File: src/rtl/tdm_demux.sv
// Receive side of the 4-channel TDM byte link: aligns to sof and rebuilds the
// four channel words, publishing them together once per complete frame.
module tdm_demux #(
    parameter int WIDTH = 8
) (
    input  logic             clk,
    input  logic             rst,
    input  logic [WIDTH-1:0] din,
    input  logic             din_valid,
    input  logic             sof,
    output logic [WIDTH-1:0] D0,
    output logic [WIDTH-1:0] D1,
    output logic [WIDTH-1:0] D2,
    output logic [WIDTH-1:0] D3,
    output logic [1:0]       slot,
    output logic             busy,
    output logic             frame_valid,
    output logic             frame_err
);

    typedef enum logic {
        IDLE = 1'b0,
        RUN  = 1'b1
    } state_t;

    state_t           r_state;
    state_t           w_state_nxt;
    logic [1:0]       r_slot;
    logic [1:0]       w_slot_nxt;
    logic [WIDTH-1:0] r_s0;
    logic [WIDTH-1:0] r_s1;
    logic [WIDTH-1:0] r_s2;
    logic [WIDTH-1:0] w_s0_nxt;
    logic [WIDTH-1:0] w_s1_nxt;
    logic [WIDTH-1:0] w_s2_nxt;
    logic             w_load;
    logic             w_fv_nxt;
    logic             w_fe_nxt;

    always_comb begin
        w_state_nxt = r_state;
        w_slot_nxt  = r_slot;
        w_s0_nxt    = r_s0;
        w_s1_nxt    = r_s1;
        w_s2_nxt    = r_s2;
        w_load      = 1'b0;
        w_fv_nxt    = 1'b0;
        w_fe_nxt    = 1'b0;

        if (din_valid) begin
            unique case (r_state)
                IDLE: begin
                    if (sof) begin
                        w_s0_nxt    = din;
                        w_slot_nxt  = 2'd1;
                        w_state_nxt = RUN;
                    end
                end
                RUN: begin
                    if (sof) begin
                        // Mid-frame sof: drop the partial frame and resync on this beat.
                        w_fe_nxt   = 1'b1;
                        w_s0_nxt   = din;
                        w_slot_nxt = 2'd1;
                    end else begin
                        unique case (r_slot)
                            2'd1: begin
                                w_s1_nxt   = din;
                                w_slot_nxt = 2'd2;
                            end
                            2'd2: begin
                                w_s2_nxt   = din;
                                w_slot_nxt = 2'd3;
                            end
                            2'd3: begin
                                w_load      = 1'b1;
                                w_fv_nxt    = 1'b1;
                                w_slot_nxt  = 2'd0;
                                w_state_nxt = IDLE;
                            end
                            default: begin
                                w_slot_nxt  = 2'd0;
                                w_state_nxt = IDLE;
                            end
                        endcase
                    end
                end
                default: begin
                    w_state_nxt = IDLE;
                    w_slot_nxt  = 2'd0;
                end
            endcase
        end
    end

    always_ff @(posedge clk) begin
        if (rst) begin
            r_state     <= IDLE;
            r_slot      <= '0;
            r_s0        <= '0;
            r_s1        <= '0;
            r_s2        <= '0;
            D0          <= '0;
            D1          <= '0;
            D2          <= '0;
            D3          <= '0;
            frame_valid <= 1'b0;
            frame_err   <= 1'b0;
        end else begin
            r_state     <= w_state_nxt;
            r_slot      <= w_slot_nxt;
            r_s0        <= w_s0_nxt;
            r_s1        <= w_s1_nxt;
            r_s2        <= w_s2_nxt;
            frame_valid <= w_fv_nxt;
            frame_err   <= w_fe_nxt;
            if (w_load) begin
                D0 <= r_s0;
                D1 <= r_s1;
                D2 <= r_s2;
                D3 <= din;
            end
        end
    end

    assign slot = r_slot;
    assign busy = (r_state == RUN);

endmodule

File: config.mk
export PLATFORM = sky130hd
export DESIGN_NAME = tdm_demux
export DESIGN_NICKNAME = d
export VERILOG_FILES = /design/src/rtl/tdm_demux.sv
export SDC_FILE = /design/constraint.sdc
export NUM_CORES = 1
export LEC_CHECK = 0
export CAP_MARGIN = 20
export CORE_MARGIN = 2
export CORE_UTILIZATION = 51
export CTS_CLUSTER_DIAMETER = 150
export CTS_CLUSTER_SIZE = 20
export DETAILED_ROUTE_END_ITERATION = 16
export PLACE_DENSITY = 0.79
export SLEW_MARGIN = 20
export SYNTH_ARGS = -nofsm -noshare
export SYNTH_HDL_FRONTEND = slang
export SYNTH_SLANG_ARGS = --single-unit
File: constraint.sdc
create_clock -name clk -period 1.6 [get_ports clk]
set_input_delay 0.32 -clock clk [delete_from_list [all_inputs] [get_ports clk]]
set_output_delay 0.32 -clock clk [all_outputs]
set_load 0.02 [all_outputs]
# [After elaboration in Yosys (flattened, before gate mapping)]
# Index checks and enable logic that the tools add are counted.
[word_totals] ff_bits=61 out_inout_bits=37
[classes] n_eq_ne=4 n_mux=13 n_bitwise=3 n_reduce_logical=6
[ops] cell="$mux W8" n=1
[ops] cell="$pmux W2 S2" n=2
[ops] cell="$reduce_and A4 Y1" n=2
[ops] cell="$mux W1" n=7
[ops] cell="$eq A2 B2 Y1 const B" n=2
[ops] cell="$mux W2" n=2
[ops] cell="$reduce_and A2 Y1" n=2
[ops] cell="$not A1 Y1" n=3
[ops] cell="$reduce_or A3 Y1" n=1
[ops] cell="$eq A2 B1 Y1 const B" n=1
[ops] cell="$ne A2 B2 Y1 const B" n=1
[ops] cell="$pmux W1 S2" n=1
[ops] cell="$reduce_or A2 Y1" n=1

# [Logic depth before layout (Yosys ltp)]
# Gate-level depths: netlist of run 1.
[depth] word_depth=5 mapped_depth=5 mapped_depth_nobuf=4

# [Worst setup path before layout of run 1]
# OpenSTA, ideal clock, no wires.
[synth_timing] path_kind="register -> register" from="register r_slot[1] (netlist: slot[1])" to="register D3[3]" setup_time_ns=0.119 arrival_time_ns=1.190 required_time_ns=1.481 path_slack_ns=0.291 stages_incl_launch_ff=6 path_buffers=2 synth_period_minus_slack_ns=1.309 cell_sequence="dfxtp_1 -> ha_1 -> nand4b_1 -> buf_6 -> buf_8 -> mux2i_1"
[synth_via] elab_chain_len=5
[synth_rtl] element="start: declaration" line_no="28" source="logic [1:0] r_slot;"
[synth_rtl] element="start signal: assignment" line_no="111" source="r_slot <= w_slot_nxt;"
[synth_rtl] element="$eq A2 B2 Y1" line_no="66" source="unique case (r_slot)"
[synth_rtl] element="$mux W1" line_no="66"
[synth_rtl] element="$mux W1" line_no="60" source="if (sof) begin"
[synth_rtl] element="$mux W1 (2 in series)"
[synth_rtl] element="end signal: assignment" line_no="121" source="D3 <= din;"
[synth_rtl] element="end: declaration" line_no="14" source="output logic [WIDTH-1:0] D3,"
# Every way passes these cells.
# A chain may end at the register's enable or synchronous reset.

# [Final worst setup path of run 1]
[layout_timing] from="register D3[6]" to="output port D3[6]"
# No word-level cell between the ends.

==> results by stage, run 1 <==
CTS:
- The number of H-tree levels is 3.
- Clock-pin slew was measured on the worst setup and hold paths at 0.06 ns.
- The largest buffer count on any clock path is 2.
- The tree is rooted in a clkbuf_8.
- The latest clock arrival within the worst-skew pair is 0.34 ns.
- Counting every sink on the clock net gives 61.
- The clock tree from TritonCTS is built.
- After clock tree synthesis, the flow added hold-fix buffers numbering 0.
- The number of clock buffers added by TritonCTS is 9.

Global route:
- Across every metal layer, demand over resource in global routing totals 0.198.
- The first global-routing pass estimated 8030 um of wire.
- After global routing the overflow that remains totals 0.
- The number of global-route vias before repair is 1709.
- The pin count of the biggest net entering global routing is 28.
- The initial antenna violation count is 0.

Worst hold path:
- In this run the worst hold path is classified as input pin to register.
- Along the worst hold path, the cell count comes to 2.
- The worst hold path begins at rst.
- The destination of the worst hold path is frame_valid$_SDFF_PP0_.

Placement:
- The detailed placement HPWL is 3340 um.
- In this run the tool buffered the top-level ports with 48 buffer cells.
- The routability congestion estimate is 0.787.

Finish:
- The repair_antennas step left the layout with diodes totalling 0.
- The total area of sequential cells is 1220 um^2.
- The number of filler instances in the final layout is 395.
- Summing all multi-input logic gate instances after layout gives 1190 um^2.
- In the layout the commonest cells are 64 x nand2b_1, 61 x dfxtp_1, 48 x mux2i_1.
- The most frequent standard cell in the layout excluding fill and tap cells is nand2b_1.
- The fraction of final layout cells sized beyond drive strength 1 is 0.126.
- The final net count is 304.
- The layout overhead on the synthesized area is 31.2%.

Die:
- The die is 74.6 um tall.
- The die width is 74.6 um.
- The initial utilization of the core area, before any placement, comes to 0.535.
- After floorplanning, the core was sized to cover 4750 um^2.
- The floorplan has 25 rows.
- The die covers 5570 um^2.
- 49 I/O pins were placed.

Critical path:
- The biggest fanout along the worst timing path is 2.
- The endpoint arrival time on the critical path is 1.25 ns.
- The endpoint of the worst register-to-register path is r_s2[7]$_SDFFE_PP0P_.
- The worst setup path is launched from a register.
- STA puts the critical path data required time at 1.28 ns.
- The sort of element at the end of the critical path is an output port.
- The delay of the slowest cell on the worst path is 0.60 ns.
- The length in cells of the worst reg-to-reg path is 5.
- Broken down by cell family, the worst path's largest delay share belongs to buffers and inverters.
- Walking the worst path, the cells encountered are clkdlybuf4s50_1.
- The classification of the worst setup path is register to output port.
- The register-to-register setup slack is 0.33 ns.
- The critical path buffer and inverter count is 1.
- The standard cell with the maximum stage delay on the critical path is clkdlybuf4s50_1.
- The startpoint of the worst-slack reg-to-reg timing path is slot[0]$_SDFFE_PP0P_.

Logic synthesis:
- The cell count after synthesis is 236.
- The synthesized design contains 61 register bits.
- Summing every instance area after synthesis gives 2540 um^2.
- The post-synth net total is 251.
- The share of the Yosys chip area taken by registers is 0.480.
- Counting distinct cell types in the post-synthesis netlist gives 23.
- The number of warnings reported in the yosys synthesis log is 0.
- The average footprint of a synthesized cell is 10.8 um^2.

Route:
- After detailed routing, the number of vias per cell comes to 4.89.
- The remaining design rule violation count is 0.
- The detailed router finished its first iteration with 77 violations.
- The final wirelength is 4930 um.
- In this run the remaining antenna-violating nets after routing total 0.
- The first detailed-routing pass ran for 4 iterations.
- The via count is 1767.
- The routed length per placed instance is 13.7 um.

STA:
- Setup violations remaining at the end of the flow were counted as 0.
- Measured against its own limit, the worst slew margin works out to 0.817.
- The post-route worst hold slack is 0.341 ns.
- The final worst-path cycle share is 0.982.
- For the final database, setup skew stands at 0.00641 ns.
- The transition time of the tightest slew-check pin is 0.275 ns.
- The count of endpoints failing hold in the final timing report was 0.
- The timing-limited maximum frequency is 0.636 GHz.
- Setup repair after global routing left no endpoint under its margin.
- The worst path needs 1.57 ns of the cycle, external delays included.
- The max-slew violation count came to 0.

Power and ir drop:
- The design draws 3.14 mW.
- The power density of the placed cells is 942 nW/um^2.
- Summed over all cells, the static leakage comes to 1.73 nW.
- The worst ir drop on vdd is 0.645 mV.

Run status:
- The flow ran to the end, and the final reports show no timing, DRC or antenna violations.

Flow run:
- The number of max-capacitance violations reported is 0.
## area by class of cell
class,instances,share of cell area
Multi-Input combinational cell,153,0.356
Timing Repair Buffer,60,0.185
Inverter,4,0.00450
Clock inverter,3,0.0128
Tap cell,67,0.0251
Sequential cell,61,0.366
Clock buffer,13,0.0506
## kinds of logic after synthesis
group | synth area share
adder cells (fa/ha/maj) | 0.0148
AO/OA/AOI/OAI | 0.0625
flip-flops | 0.480
buffers and inverters | 0.0527
multiplexers | 0.189
AND/OR/NAND/NOR | 0.201
## report_power, final
part	internal, mW	switching, mW
clock	0.845	0.577
sequential	1.53	0.00986
combinational	0.0933	0.0837
## repair_timing
action,CTS,global route
setup buffers,0,0
setup endpoints to repair,23,12
resized for setup,23,12
## synthesized netlist by cell type (all sizes together)
cell	instances	share of area
nand2b	64	0.16
dfxtp	61	0.48
mux2i	48	0.19
buf	12	0.038
a21bo	9	0.035
a21oi	9	0.018
nand3	8	0.016
clkbuf	6	0.0089
inv	4	0.0059
ha	3	0.015
and4b	2	0.0079
nand4b	2	0.0069
nor2	2	0.0030
a221oi	1	0.0034
a32o	1	0.0039
and3b	1	0.0034
nand2	1	0.0015
nor3b	1	0.0049
o21ai	1	0.0020
## sequential cells by signal, summed over array words and instances, names as in the netlist
| signal | flops |
|---|---|
| slot | 2 |
| D2 | 8 |
| D3 | 8 |
| frame_err | 1 |
| D1 | 8 |
| r_s2 | 8 |
| frame_valid | 1 |
| busy | 1 |
| r_s0 | 8 |
| D0 | 8 |
| r_s1 | 8 |
## per-layer routing
metal	wire (um)	share of wire	track usage
met5	0	0	0
met4	99	0.020	0.119
met3	220	0.045	0.0515
met2	2340	0.48	0.309
met1	2260	0.46	0.245
## worst max-delay path by stage
stage	startpoint	endpoint	slack [ns]	cells after the start
final	D3[6]$_SDFFE_PP0P_	D3[6]	0.03	1
after global routing	D3[6]$_SDFFE_PP0P_	D3[6]	0.001	1
after CTS	D0[6]$_SDFFE_PP0P_	D0[6]	0.0004	1
after detailed placement	sof	D3[0]$_SDFFE_PP0P_	-0.003	4
after global placement	sof	D3[1]$_SDFFE_PP0P_	0.06	4
after floorplan	slot[1]$_SDFFE_PP0P_	D3[3]$_SDFFE_PP0P_	0.29	5
## per-stage QoR
step / instances / instance area [um^2] / worst slack [ns] / setup TNS, ns / utilization
detailed placement: 345 / 3120 / -0.00338 / -0.00338 / 0.657
global route: 361 / 3340 / 0.00124 / 0 / 0.702
finish: 361 / 3340 / 0.0284 / 0 / 0.702
CTS: 361 / 3310 / 0.000401 / 0 / 0.695
floorplan: 236 / 2540 / 0.291 / 0 / -
global placement: 345 / 3120 / 0.0599 / 0 / 0.657
Note: power is estimated with default switching activity, not from simulation.
==> run 2, diff against run 1 <==
--- a/config.mk
+++ b/config.mk
@@ -7,11 +7,12 @@
 export LEC_CHECK = 0
 export CAP_MARGIN = 20
 export CORE_MARGIN = 2
-export CORE_UTILIZATION = 51
+export CORE_UTILIZATION = 53
+export CTS_BUF_LIST = sky130_fd_sc_hd__clkbuf_4
 export CTS_CLUSTER_DIAMETER = 150
 export CTS_CLUSTER_SIZE = 20
 export DETAILED_ROUTE_END_ITERATION = 16
-export PLACE_DENSITY = 0.79
+export PLACE_DENSITY = 0.81
 export SLEW_MARGIN = 20
 export SYNTH_ARGS = -nofsm -noshare
 export SYNTH_HDL_FRONTEND = slang
==> run 2 against run 1 <==
Utilization fell by 1.5 points. Sequential power barely moved. Worst setup slack improved by 0.10 ns. Critical path type unchanged. Largest cell class unchanged.
==> results by stage, run 2 (same netlist as run 1, synthesis figures left out) <==
CTS:
- The root buffer cell chosen for the clock tree is clkbuf_4.
- The CTS buffer count is 9 (unchanged).
- The number of buffers added for setup after CTS came to 0 (unchanged).
- The largest buffer count on any clock path is 2 (unchanged).
- The clock tree from TritonCTS is built.
- The number of clock sinks was 61 (unchanged).
- The CTS clock-pin slew for the worst setup and hold paths is 0.10 ns (+0.04 ns).
- The latest clock arrival within the worst-skew pair is 0.39 ns (+0.05 ns).
- The number of H-tree levels is 3 (unchanged).

STA:
- The minimum clock period after layout is 1.47 ns (-0.101 ns).
- The timing-limited maximum frequency came to 0.680 GHz (+6.9%).
- The worst clock skew on the final layout was 0.0106 ns (+0.00420 ns).
- The max-slew violation count is 0 (unchanged).
- The transition time of the tightest slew-check pin is 0.332 ns (+0.0574 ns).
- The remaining max-slew budget at the tightest pin is 0.779 (-0.0383).
- The final-report setup violation count is 0 (unchanged).
- Setup repair after global routing left no endpoint under its margin.
- The count of endpoints failing hold in the final timing report is 0 (unchanged).
- The setup TNS is 0 ns (unchanged).
- The final worst-path cycle share is 0.919 (-0.0633).

Route:
- The remaining design rule violation count is 0 (unchanged).
- The vias per cell is 5.15 (+5.3%).
- The final wirelength is 4930 um (about the same).
- The number of iterations in the first detailed-routing pass is 4 (unchanged).
- The routed length per placed instance came to 14.2 um (+3.7%).
- The via count is 1793 (+1.5%).
- The count of routing violations after the opening detailed-route iteration came to 66 (-14%).
- The number of nets with antenna violations after routing is 0 (unchanged).

Critical path:
- The critical path buffer and inverter count is 1 (unchanged).
- For this design, the slowest cell found on the critical path is dfxtp_1.
- The worst endpoint required time is 1.28 ns (about the same).
- The endpoint arrival time on the critical path is 1.15 ns (-0.10 ns).
- The endpoint of the worst register-to-register path is r_s2[7]$_SDFFE_PP0P_.
- The sort of element at the end of the critical path is an output port.
- The biggest fanout along the worst timing path is 5 (+3).
- The kind of start point of the critical path is a register.
- The startpoint of the worst-slack reg-to-reg timing path is slot[0]$_SDFFE_PP0P_.
- The origin of the worst setup path is slot[1]$_SDFFE_PP0P_.
- The delay of the slowest cell on the worst path is 0.41 ns (-0.19 ns).
- The length in cells of the worst reg-to-reg path is 5 (unchanged).
- The register-to-register setup slack is 0.34 ns (about the same).
- The classification of the worst setup path is register to output port.
- The signal on the critical path passes through dlygate4sd2_1.
- The critical path's top delay family is flip-flops.

Finish:
- The fraction of final layout cells sized beyond drive strength 1 came to 0.116 (-0.0102).
- The layout overhead on the synthesized area is 25.8%.
- The total area of sequential cells is 1220 um^2 (unchanged).
- The area of the multi-input gates is 1190 um^2 (unchanged).
- The number of standard cells in the layout, taps in and fillers out was 348 (-3.6%).
- The number of diodes added for antenna fixing is 0 (unchanged).
- The top cell types in the final layout, fill and taps aside, are 64 x nand2b_1, 61 x dfxtp_1, 48 x mux2i_1.
- The final net count is 304 (unchanged).
- The number of filler instances in the final layout is 377 (-4.6%).
- The most frequent standard cell in the layout excluding fill and tap cells is nand2b_1.

Worst hold path:
- The classification of the worst-slack hold path is input pin to register.
- The start point of the worst min-delay path is rst.
- The cell depth of the worst hold path is 2 (unchanged).
- The destination of the worst hold path is r_s0[0]$_SDFFE_PP0P_.

Placement:
- The number of cells in the design after placement is 332 (-3.8%).
- The routability congestion estimate is 0.697 (-11%).
- The detailed placement HPWL came to 3400 um (+1.7%).
- The count of port buffers added during placement was 48 (unchanged).

Die:
- The die boundary height is 73.3 um (-1.8%).
- The count of boundary I/O pins is 49 (unchanged).
- The area of the die was 5370 um^2 (-3.6%).
- The die width came to 73.3 um (-1.8%).
- The core area came to 4660 um^2 (-2.0%).
- The starting density of the core is 0.546 (+0.0108).
- The row count is 25 (unchanged).

Power and ir drop:
- The overall power is 2.57 mW (-18%).
- The reported leakage power is 1.54 nW (-11%).
- The power density of the placed cells is 802 nW/um^2 (-15%).
- The worst ir drop on vdd is 0.414 mV (-36%).

Global route:
- The global-route usage over all layers came to 0.196 (-0.00203).
- The number of global-route vias before repair is 1687 (-1.3%).
- The first-pass GRT wire length was 7970 um (-0.77%).
- The initial antenna violation count is 0 (unchanged).
- The total grt overflow is 0 (unchanged).
- The pin count of the biggest net entering global routing came to 29 (+3.6%).

Run status:
- The run finished with clean final reports.

Flow run:
- The number of max-capacitance violations reported is 0 (unchanged).
[run 2: cell count changes in the layout (fill, tap and decap cells not counted), moves of 2 or more]
cell	before	now
dlygate4sd2_1	23	37
clkbuf_8	12	0
dlymetal6s2s_1	12	0
clkbuf_4	0	9
clkinv_1	0	4
buf_12	4	7
buf_4	8	5
clkdlybuf4s50_1	12	10
[run 2: area by class of cell]
type / count / area share
clock buffer: 9 / 0.0211
tap: 54 / 0.0211
timing repair buffer: 60 / 0.190
sequential: 61 / 0.382
clock inverter: 7 / 0.0102
multi-input combinational: 153 / 0.371
inverter: 4 / 0.00469
[run 2: power breakdown]
part / switching (mW) / internal [mW]
combinational: 0.0856 / 0.100
clock: 0.547 / 0.293
sequential: 0.00783 / 1.53
[run 2: how the worst max path moves through the flow]
stage | end | cells past startpoint
2_1_floorplan | D3[3]$_SDFFE_PP0P_ | 5
3_3_place_gp | slot[0]$_SDFFE_PP0P_ | 4
3_5_place_dp | slot[0]$_SDFFE_PP0P_ | 4
4_1_cts | slot[1] | 1
5_1_grt | slot[1] | 1
6_report | slot[1] | 1
[run 2: per-stage QoR]
step	instance area (um^2)	setup slack, ns	hold WS (ns)	util
floorplan	2540	0.291	0.447	-
global placement	3140	0.0795	0.457	0.675
detailed placement	3140	0.0364	0.467	0.675
CTS	3200	0.107	0.303	0.686
global route	3200	0.0770	0.344	0.686
finish	3200	0.130	0.329	0.686
[run 2: routing by layer]
| layer | global-route usage | vias up | share of wire |
|---|---|---|---|
| met1 | 0.254 | 836 | 0.48 |
| met5 | 0 | - | 0 |
| li1 | - | 898 | - |
| met4 | 0.0885 | 0 | 0.013 |
| met2 | 0.307 | 52 | 0.46 |
| met3 | 0.0494 | 7 | 0.049 |
[run 2: worst reg2reg max path: cells and delay by family (launching register included)]
| family | cells | cell delay [ns] |
|---|---|---|
| AND/OR/NAND/NOR | 1 | 0.15 |
| multiplexers | 1 | 0.19 |
| flip-flops | 1 | 0.39 |
| buffers and inverters | 2 | 0.24 |
| adder cells (fa/ha/maj) | 1 | 0.22 |
[run 2: repair_timing]
item,4_1_cts,5_1_grt
hold buffers,0,0
setup endpoints to repair,37,0
gates resized for setup,37,0
==> patch 1 (flow settings as in run 1) <==
Register the output `D3` once more, cleared by the reset; this adds one clock of latency there. The other outputs are not delayed to match.
--- a/src/rtl/tdm_demux.sv
+++ b/src/rtl/tdm_demux.sv
@@ -22,6 +22,8 @@
         IDLE = 1'b0,
         RUN  = 1'b1
     } state_t;
+
+    logic [WIDTH-1:0] D3_s0;
 
     state_t           r_state;
     state_t           w_state_nxt;
@@ -103,7 +105,7 @@
             D0          <= '0;
             D1          <= '0;
             D2          <= '0;
-            D3          <= '0;
+            D3_s0       <= '0;
             frame_valid <= 1'b0;
             frame_err   <= 1'b0;
         end else begin
@@ -118,7 +120,7 @@
                 D0 <= r_s0;
                 D1 <= r_s1;
                 D2 <= r_s2;
-                D3 <= din;
+                D3_s0 <= din;
             end
         end
     end
@@ -126,5 +128,13 @@
     assign slot = r_slot;
     assign busy = (r_state == RUN);
 
+    always_ff @(posedge clk) begin
+        if (rst) begin
+            D3 <= '0;
+        end else begin
+            D3 <= D3_s0;
+        end
+    end
+
 endmodule
 
Function: changed (Yosys sat finds a counterexample within 10 cycles, from zero or initial values and one cycle with rst high).
==> patch 1 against run 1 <==
- design area is 6.5% higher
- routed wire length is 3.1% higher
- synthesized area is 8.7% higher
- total power is 9.4% higher
- worst setup slack better by 0.019 ns
- sequential cell count is 8 higher
- utilization is 1.5 points lower
- non-clock buffer count is 1 higher
- first-iteration DRC count is 21% lower
- final cell count is 5.8% higher
- highest routed layer unchanged
==> patch 1: results (changes against run 1) <==
[detailed_routing]
first_iter_violations=61  ; -21%
viasPerCell=4.86  ; -0.79%
finalWirelength_um=5080  ; +3.1%

[setup_path]
r2r_setup_slack_ns=0.24  ; -0.09 ns
slowest_stage=clkdlybuf4s50_1
arrival_ns=1.23  ; -0.02 ns
cp_max_fo=1  ; -1
slowest_delay_ns=0.59

[global_route]
use_met1=0.235  ; -0.00955
grt_pass1_vias=1773  ; +3.7%
met2_usage=0.290  ; -0.0191
track_usage=0.181  ; -0.0163
grt_max_degree=79  ; +180%
grt_pass1_wl_um=8500  ; +5.8%

[synth]
synth.area.top_cells=dfxtp_1 (50%), mux2i_1 (17%), nand2b_1 (14%), a21bo_1 (3.3%), a21oi_1 (1.6%)
synth_nets=269  ; +7.2%
synth_top_area_frac=0.500  ; +0.0197
synth-seq-cells=69  ; +13%
synth_cells=254  ; +7.6%
synth_commonest_cells=dfxtp_1 (69), nand2b_1 (64), mux2i_1 (48)
ys_seq_area_frac=0.500  ; +0.0197
async_reset_ff_frac=0  ; unchanged
synth.distinct_cells=22  ; -4.3%

[pwr]
power.switching_uw=741  ; +10%
p_leak_nw=1.85  ; +6.8%
vdd_drop_max_mv=0.579  ; -10%
power.total_mw=3.44  ; +9.4%
pwr-share-seq=0.506  ; +0.015
pg_comb_uw=187  ; +6%

[final_layout]
syn_to_final_growth_pct=28.5
fill_cells=394  ; -0.25%
drive_gt1_frac=0.103  ; -0.0233
nets=322  ; +5.9%
fin_cells=382  ; +5.8%
diodes=0  ; unchanged

[timing]
tightest_slew_ns=0.249  ; -0.0252 ns
skew_ns=0.00943  ; +0.00302 ns

[place]
place_congestion=0.755  ; -4.2%
dp_hpwl_um=3280  ; -1.8%
post_dp_cell_area_um2=3340  ; +6.9%
dp.cells=366  ; +6.1%

[clocking]
cts_setup_buffers=0  ; unchanged
clockRootBuffer=clkbuf_8
path_clk_slew_ns=0.08  ; +0.02 ns
cts-resized-gates=20  ; -13%
cts.path.max_buffers=2  ; unchanged

[outcome]
outcome=finished clean

[min_path]
hold_class=reg2reg

-- patch 1: cell count changes after synthesis, moves of 2 or more --
| cell | change |
|---|---|
| buf_6 | +3 |
| buf_8 | -2 |
| a21bo_1 | +8 |
| inv_1 | +8 |
| a21bo_2 | -8 |
| dfxtp_1 | +8 |
-- patch 1: path summary, 6_finish.rpt --
path | startpoint | to | cells past startpoint
min reg2reg | D3_s0[4]$_SDFFE_PP0P_ | D3[4]$_SDFF_PP0_ | 2
max reg2reg | slot[1]$_SDFFE_PP0P_ | D0[7]$_SDFFE_PP0P_ | 4
max | frame_err$_SDFF_PP0_ | frame_err | 1
min | D3_s0[4]$_SDFFE_PP0P_ | D3[4]$_SDFF_PP0_ | 2
-- patch 1: layout make-up --
class / count / share of cell area
clock buffers: 9 / 0.0349
inverters: 12 / 0.0127
multi-input cells: 154 / 0.341
flip-flops and latches: 69 / 0.389
clock inverters: 7 / 0.0254
well taps: 70 / 0.0247
repair buffers: 61 / 0.172
-- patch 1: logic make-up (layout without fill, tap and decap cells) --
logic type               after synthesis  in the layout  synth area share
multiplexers                          48             48             0.174
adder cells (fa/ha/maj)                3              3            0.0136
buffers and inverters                 31             89            0.0611
flip-flops                            69             69             0.500
AND/OR/NAND/NOR                       82             82             0.192
AO/OA/AOI/OAI                         21             21            0.0598
-- patch 1: layer usage --
layer,vias up,wire length [um]
li1,949,-
met1,852,2430
met2,44,2340
met3,10,205
met4,0,106
met5,-,0
-- patch 1: metrics by stage --
step,setup WS (ns),hold WS [ns]
floorplan,0.274,0.414
global placement,-0.00294,0.426
detailed placement,-0.0669,0.426
CTS,0.000139,0.436
global route,0.00198,0.466
finish,0.0475,0.442
==> patch 2 (config.mk and constraints of run 1) <==
Made on the original files. `WIDTH`: 8 -> 7.
--- a/src/rtl/tdm_demux.sv
+++ b/src/rtl/tdm_demux.sv
@@ -1,7 +1,7 @@
 // Receive side of the 4-channel TDM byte link: aligns to sof and rebuilds the
 // four channel words, publishing them together once per complete frame.
 module tdm_demux #(
-    parameter int WIDTH = 8
+    parameter int WIDTH = 7
 ) (
     input  logic             clk,
     input  logic             rst,
Ports: changed (5 resized); port bits go from 49 to 44. The function was not compared with the original's and may differ.
==> patch 2 against run 1 <==
- count of clock-buffer cells in the layout down 7
- routed wire length is 18% lower
- synthesized area shrank 10%
- non-clock buffer count is 5 lower
- largest power group unchanged
- sequential cell count shrank 7
- total power fell by 29%
- critical path depth stayed put
- clock skew decreased by 0.00088 ns
- design area decreased by 12%
- worst setup slack improved by 0.012 ns
==> patch 2: results (changes against run 1) <==
[final_layout]
nets=269  ; -12%
fill_cells=351  ; -11%
drive_gt1_frac=0.110  ; -0.0160

[place]
dp_hpwl_um=2830  ; -15%
place_congestion=0.708  ; -10%
io_buffers=43  ; -10%

[global_route]
grt_pass1_wl_um=6690  ; -17%
grt_pass1_vias=1428  ; -16%
track_usage=0.168  ; -0.0298

[pwr]
vdd_drop_max_mv=0.532  ; -17%

[detailed_routing]
vias=1512  ; -14%
finalWirelength_um=4040  ; -18%
first_iter_violations=78  ; +1.3%

[synth]
synth_nets=223  ; -11%
yosys_warnings=0  ; unchanged
synth.distinct_cells=22  ; -4.3%
ys_seq_area_frac=0.475  ; -0.00533
synth_commonest_cells=nand2b_1 (57), dfxtp_1 (54), mux2i_1 (42)
synth.area.top_cells=dfxtp_1 (47%), mux2i_1 (18%), nand2b_1 (16%), a21bo_2 (3.5%), buf_6 (2.5%)

[setup_path]
slowest_delay_ns=0.60  ; about the same

[timing]
skew_ns=0.00553  ; -0.000883 ns

[clocking]
cts_buffers=5  ; -4
clkLatencyLatePin_ns=0.30  ; -0.04 ns
path_clk_slew_ns=0.09  ; +0.03 ns

[outcome]
outcome=finished clean

==> patch 2: cell types whose count changed after synthesis, moves of 2 or more <==
cell	change
dfxtp_1	-7
nand2b_1	-7
mux2i_1	-6
buf_6	+4
buf_2	-3
buf_8	-2
==> patch 2: logic make-up after synthesis <==
logic type | synth area share
buf+inv | 0.0539
flops | 0.475
mux | 0.185
fa+ha+maj | 0.0165
simple gates | 0.205
compound gates | 0.0649
==> patch 2: area by class of cell <==
cell class | count | area, um^2 | share of cell area
sequential | 54 | 1080 | 0.367
multi-input combinational | 136 | 1070 | 0.364
timing repair buffer | 55 | 636 | 0.216
clock buffer | 6 | 72.6 | 0.0246
tap | 52 | 65.1 | 0.0221
inverter | 3 | 11.3 | 0.00382
clock inverter | 1 | 7.51 | 0.00255
==> patch 2: final timing paths <==
| path | from | to | slack [ns] | depth (start not counted) |
|---|---|---|---|---|
| setup / recovery | D3[6]$_SDFFE_PP0P_ | D3[6] | 0.04 | 1 |
| hold / removal | D0[2]$_SDFFE_PP0P_ | D0[2]$_SDFFE_PP0P_ | 0.47 | 2 |
| setup reg to reg | slot[0]$_SDFFE_PP0P_ | D0[6]$_SDFFE_PP0P_ | 0.30 | 4 |
| hold reg to reg | D0[2]$_SDFFE_PP0P_ | D0[2]$_SDFFE_PP0P_ | 0.47 | 2 |
==> patch 2: where the power goes <==
group / total [mW] / switching, mW / internal, mW
clock network: 0.719 / 0.418 / 0.301
registers: 1.36 / 0.00748 / 1.36
logic: 0.162 / 0.0744 / 0.0875
==> patch 2: stage by stage <==
| step | setup WS [ns] | area, um^2 | total power, mW | cells |
|---|---|---|---|---|
| after floorplan | 0.290 | 2280 | 1.49 | 209 |
| after global routing | 0.00169 | 2950 | 2.34 | 307 |
| after CTS | 0.000458 | 2890 | 2.28 | 307 |
| after global placement | -0.0168 | 2810 | 1.56 | 300 |
| after detailed placement | -0.0597 | 2810 | 1.56 | 300 |
| final | 0.0406 | 2950 | 2.24 | 307 |
==> patch 2: what timing repair did <==
action,4_1_cts,5_1_grt
setup endpoints to repair,4,23
pin swaps,0,0
gates resized for setup,4,23
==> patch 2: layer usage <==
metal	share of wire	GRT usage	routed length, um	vias to the layer above
met5	0	0	0	-
met4	0.016	0.0692	65	0
met1	0.47	0.214	1920	690
met2	0.47	0.271	1890	26
li1	-	-	-	790
met3	0.042	0.0442	169	6
